==> config.mk <==
export PLATFORM = sky130hd
export DESIGN_NAME = or3_req_arbiter
export DESIGN_NICKNAME = d
export VERILOG_FILES = /design/src/rtl/or3_req_arbiter.sv
export SDC_FILE = /design/constraint.sdc
export NUM_CORES = 1
export LEC_CHECK = 0
export BUFFER_PORTS_ARGS = -buffer_cell sky130_fd_sc_hd__buf_2
export CAP_MARGIN = 20
export CORE_MARGIN = 5
export CORE_UTILIZATION = 40
export DETAILED_ROUTE_END_ITERATION = 10
export PLACE_DENSITY = 0.7
export SLEW_MARGIN = 20
export SYNTH_ARGS = -nofsm -noshare
export SYNTH_HDL_FRONTEND = slang
export SYNTH_SLANG_ARGS = --single-unit
==> constraint.sdc <==
create_clock -name clk -period 1.65 [get_ports clk]
set_input_delay 0.33 -clock clk [delete_from_list [all_inputs] [get_ports clk]]
set_output_delay 0.33 -clock clk [all_outputs]
set_load 0.05 [all_outputs]
==> src/rtl/or3_req_arbiter.sv <==
// or3_req_arbiter: round-robin arbiter for three synchronized switch requests
// with bounded hold time, timeout pulse and a registered OR of all requests.
module or3_req_arbiter #(
  parameter int HOLD_MAX    = 8,
  parameter int SYNC_STAGES = 2
) (
  input  logic       clk,
  input  logic       rst_n,
  input  logic [2:0] req,
  output logic [2:0] grant,
  output logic       grant_valid,
  output logic       any_req,
  output logic       timeout,
  output logic [7:0] hold_cnt
);
  typedef enum logic {IDLE, GRANT} state_t;
  state_t     state_q, state_d;
  logic [2:0] sync_q [SYNC_STAGES];
  logic [2:0] req_s, grant_q, grant_d;
  logic [1:0] last_q, last_d, own, n1, n2, pick;
  logic [7:0] hold_q, hold_d;
  logic       gv_q, any_q, to_q, to_d, others;
  assign req_s  = sync_q[SYNC_STAGES-1];
  assign own    = grant_q[1] ? 2'd1 : grant_q[2] ? 2'd2 : 2'd0;
  assign n1     = last_q == 2'd2 ? 2'd0 : last_q + 2'd1;
  assign n2     = last_q == 2'd0 ? 2'd2 : last_q - 2'd1;
  assign pick   = req_s[n1] ? n1 : req_s[n2] ? n2 : last_q;
  assign others = |(req_s & ~grant_q);
  always_ff @(posedge clk or negedge rst_n) begin
    if (!rst_n) begin
      for (int i = 0; i < SYNC_STAGES; i++) sync_q[i] <= 3'b000;
      state_q <= IDLE;
      grant_q <= 3'b000;
      gv_q    <= 1'b0;
      any_q   <= 1'b0;
      to_q    <= 1'b0;
      hold_q  <= 8'd0;
      last_q  <= 2'd2;
    end else begin
      sync_q[0] <= req;
      for (int i = 1; i < SYNC_STAGES; i++) sync_q[i] <= sync_q[i-1];
      state_q <= state_d;
      grant_q <= grant_d;
      gv_q    <= |grant_d;
      any_q   <= |req_s;
      to_q    <= to_d;
      hold_q  <= hold_d;
      last_q  <= last_d;
    end
  end
  // Every exit from GRANT goes through IDLE, giving the mandatory dead cycle.
  always_comb begin
    state_d = state_q;
    grant_d = grant_q;
    hold_d  = hold_q;
    last_d  = last_q;
    to_d    = 1'b0;
    if (state_q == IDLE) begin
      if (|req_s) begin
        state_d = GRANT;
        grant_d = 3'b001 << pick;
        hold_d  = 8'd1;
      end
    end else if (!req_s[own]) begin
      state_d = IDLE;
      grant_d = 3'b000;
      hold_d  = 8'd0;
      last_d  = own;
    end else if (hold_q == 8'(HOLD_MAX)) begin
      if (others) begin
        state_d = IDLE;
        grant_d = 3'b000;
        hold_d  = 8'd0;
        last_d  = own;
        to_d    = 1'b1;
      end
    end else begin
      hold_d = hold_q + 8'd1;
    end
  end
  always_comb begin
    grant       = grant_q;
    grant_valid = gv_q;
    any_req     = any_q;
    timeout     = to_q;
    hold_cnt    = hold_q;
  end
endmodule

==> results.txt <==
Clock skew on the completed layout was measured at 0.00986 ns. The chip height is 64.4 um. The overall die area came out at 4140 sq um. The synthesized design contains 23 register bits. TritonCTS built the clock tree.

In this run the tool buffered the top-level ports with 18 buffer cells. Counting I/O delays and the setup requirement, the final critical path takes 1.87 ns. After detailed placement, the total cell area comes to 1470 sq um. The fraction of the core area covered by cells at the end of the flow came out at 61.6%. The checks that failed: negative setup slack. The count of placed standard cells in the final layout, fillers left out came out at 191. The clock tree root buffer cell is sky130_fd_sc_hd__clkbuf_4. The count of standard-cell rows is 19.

In this run the worst hold path is classified as in -> reg. In the layout the commonest cells are 21 x sky130_fd_sc_hd__buf_4, 18 x sky130_fd_sc_hd__dfrtp_1, 18 x sky130_fd_sc_hd__buf_2. In this run the count of I/O pins placed on the die edge is 19.

The internal power is 1.65 mW. Summed over all instances, the cell type with the most area after synthesis is sky130_fd_sc_hd__dfrtp_1. The library cell used most frequently in the layout, excluding fill and tap cells, is sky130_fd_sc_hd__buf_4. The wire length reported by the detailed router is 2850 um. The largest net degree at the start of global routing is 24.

The post-route clock period utilization is 114%. In this run the number of H-tree levels came out at 1. The CTS clock-pin slew for the worst setup and hold paths is 0.13 ns. The number of antenna violations at the first check in global routing is 0. The power after layout came out at 2.92 mW. By area the synthesized netlist is led by sky130_fd_sc_hd__dfrtp_1 47%, sky130_fd_sc_hd__ha_1 6.3%, sky130_fd_sc_hd__mux2i_1 5.9%.

The routed wirelength normalized by instance count came out at 14.9 um. The leakage power figure is 0.808 nW. The share of cells above drive strength 1 came out at 51.9%. In this run, the number of DRC markers left after iteration 0 of detailed routing was 16.

The number of maximum-capacitance constraint violations came out at 0. The synthesized area per cell came out at 10.5 sq um. The worst setup path is launched from a register. The combinational share of power came out at 64.7%. The slack of the critical path is -0.223 ns.

The number of max-slew violations in the final report is 0. The aggregate negative setup slack came out at -1.70 ns. The first-pass GRT wire length is 4750 um. The switching fraction of total power came out at 43.5%. Final hold analysis gives a worst-case slack of 0.111 ns. The number of global-route vias before repair was 1,049. Setup violations remaining at the end of the flow were counted as 14.

Before CTS, the worst setup slack after placement is -0.258 ns. The initial standard-cell utilization of the core is 42.1%. The area of the placeable core is 2810 sq um. After global routing the overflow that remains totals 0.

The achievable frequency is 0.534 GHz. The routability-driven placement congestion ratio is 0.807. STA classifies the critical path endpoint as a register. The top-area cell type share of the netlist area came out at 46.6%. The final-stage net count is 172. The via count came out at 1,016.

After detailed routing, the number of remaining DRC violations is 0. The highest cell delay on the worst timing path is 0.56 ns. The final hold violation count came out at 0.

The placed cell count came out at 181. The cell count after synthesis is 113. The cell area after layout came out at 1730 sq um. The run finished, with violations left. The cell area after synthesis came out at 1180 sq um. In this run the remaining antenna-violating nets after routing total 0. The number of unique standard cell types used by synthesis is 38. The worst endpoint required time is 1.93 ns. The final-layout fill cell count came out at 222. The number of synthesized flops with an enable pin is 0. In this run the worst path has a maximum fanout of 4. For this run, the number of Yosys warnings is 0. The post-synthesis sequential area ratio came out at 48.8%. The net switching component of the power is 1.27 mW. The maximum count of clock buffers along a single path is 2. The clock drives 23 sinks. The net count of the mapped netlist came out at 124. The portion of total power attributed to the clock network came out at 9.2%. 0 antenna diodes ended up in the layout.

At the later pin of the worst-skew pair, clock insertion delay measures 0.32 ns. The number of CTS-inserted buffers came out at 3. The slowest stage of the critical path belongs to the cell sky130_fd_sc_hd__or4_4. The routed via count divided by cell count is 5.32. The share of synthesized registers carrying an async set or reset is 100%. The transition time at the pin with the least slew margin is 0.510 ns. The area overhead of the layout relative to synthesis is 46.2%. The arrival time of data at the critical path endpoint came out at 2.15 ns. In this run the horizontal extent of the chip is 64.4 um. In the synthesized netlist the dominant register cell turns out to be sky130_fd_sc_hd__dfrtp_1. Setup repair after global routing could not meet its margin everywhere. Power spread over the standard cell area amounts to 1690 nW/um^2.

The number of optimization iterations in the first detailed-route pass is 6. The post-DP HPWL is 1900 um. The worst supply voltage drop on vdd came out at 0.00103 V. The worst max-slew margin expressed relative to the limit is 66.0%.

Sequential cells burn 26.1% of the power. The overall track demand over capacity in global routing is 14.1%. By startpoint and endpoint, the worst setup path is classified as reg -> reg. Traced cell by cell, the critical path runs through or4_4, or3_4, buf_4, o31ai_2, a22o_1.
-- cell usage after synthesis (2+ instances only) --
| library cell | count |
|---|---|
| sky130_fd_sc_hd__nand2b_1 | 4 |
| sky130_fd_sc_hd__nand4_1 | 2 |
| sky130_fd_sc_hd__o22ai_1 | 4 |
| sky130_fd_sc_hd__nand2_1 | 8 |
| sky130_fd_sc_hd__nor2_1 | 8 |
| sky130_fd_sc_hd__a21oi_1 | 4 |
| sky130_fd_sc_hd__dfrtp_1 | 22 |
| sky130_fd_sc_hd__o21ai_0 | 2 |
| sky130_fd_sc_hd__inv_1 | 7 |
| sky130_fd_sc_hd__nand3_1 | 4 |
| sky130_fd_sc_hd__nor2b_1 | 3 |
| sky130_fd_sc_hd__a32o_1 | 2 |
| sky130_fd_sc_hd__o21ai_1 | 2 |
| sky130_fd_sc_hd__nor3_1 | 2 |
| sky130_fd_sc_hd__ha_1 | 6 |
| sky130_fd_sc_hd__mux2i_1 | 7 |
| sky130_fd_sc_hd__a21o_1 | 2 |
| sky130_fd_sc_hd__xor2_1 | 4 |
-- power by group through the flow --
stage,registers (mW),logic (mW),clock network [mW]
floorplan,0.986,0.654,0
global placement,0.760,1.28,0
detailed placement,0.765,1.31,0
CTS,0.758,1.57,0.280
global route,0.777,2.05,0.309
finish,0.762,1.89,0.270
-- repair_timing --
action,in CTS,in global routing
endpoints found under the setup margin,15,16
hold buffers,1,0
endpoints found under the hold margin,22,0
pin swaps,16,8
gates resized for setup,20,18
setup buffers,1,5
-- cells by family (layout without fill, tap and decap cells) --
group	after synthesis	in the layout	synth area share, %
AND/OR/NAND/NOR	40	40	18.7
XOR/XNOR	4	4	2.96
AO/OA/AOI/OAI	22	22	12.7
multiplexers	8	8	6.88
buffers and inverters	10	57	3.60
flip-flops	23	23	48.8
adder cells (fa/ha/maj)	6	6	6.35
-- state kept, by name, summed over array words and instances (netlist names) --
signal / flops
hold_cnt: 8
grant: 3
req_s: 3
sync_q: 3
last_q: 2
any_req: 1
grant_valid: 1
state_q: 1
timeout: 1
-- path summary, 6_finish.rpt --
path / startpoint / end / slack [ns] / cells after the start
max reg2reg: hold_cnt[7]$_DFFE_PN0P_ / hold_cnt[1]$_DFFE_PN0P_ / -0.22 / 5
max in group asynchronous: rst_n / hold_cnt[7]$_DFFE_PN0P_ / 0.77 / 2
max: hold_cnt[7]$_DFFE_PN0P_ / hold_cnt[1]$_DFFE_PN0P_ / -0.22 / 5
min: req[1] / sync_q[4]$_DFF_PN0_ / 0.11 / 1
min in group asynchronous: rst_n / hold_cnt[1]$_DFFE_PN0P_ / 0.50 / 2
min reg2reg: sync_q[3]$_DFF_PN0_ / req_s[0]$_DFF_PN0_ / 0.37 / 0
-- critical path, delay by kind of cell, from the launching register on --
| family | cells | cell delay, ns |
|---|---|---|
| buffers and inverters | 1 | 0.15 |
| flip-flops | 1 | 0.43 |
| AND/OR/NAND/NOR | 2 | 0.94 |
| AO/OA/AOI/OAI | 2 | 0.32 |
-- metal layers --
metal / track usage (%) / share of wire, % / wire, um / vias up
li1: - / - / - / 499
met1: 18.3 / 45 / 1290 / 477
met2: 23.1 / 49 / 1400 / 30
met3: 3.85 / 4.0 / 115 / 10
met4: 3.96 / 1.5 / 44 / 0
met5: 0 / 0 / 0 / -
-- final cells by class --
class / count / area [sq um] / share of cell area (%)
repair buffers: 46 / 325 / 18.8
clock buffers: 3 / 22.5 / 1.30
clock inverters: 1 / 7.51 / 0.434
well taps: 31 / 38.8 / 2.24
flip-flops and latches: 23 / 582 / 33.6
inverters: 7 / 26.3 / 1.52
multi-input cells: 80 / 727 / 42.0
No activity file was read; power rests on OpenSTA's default activity.
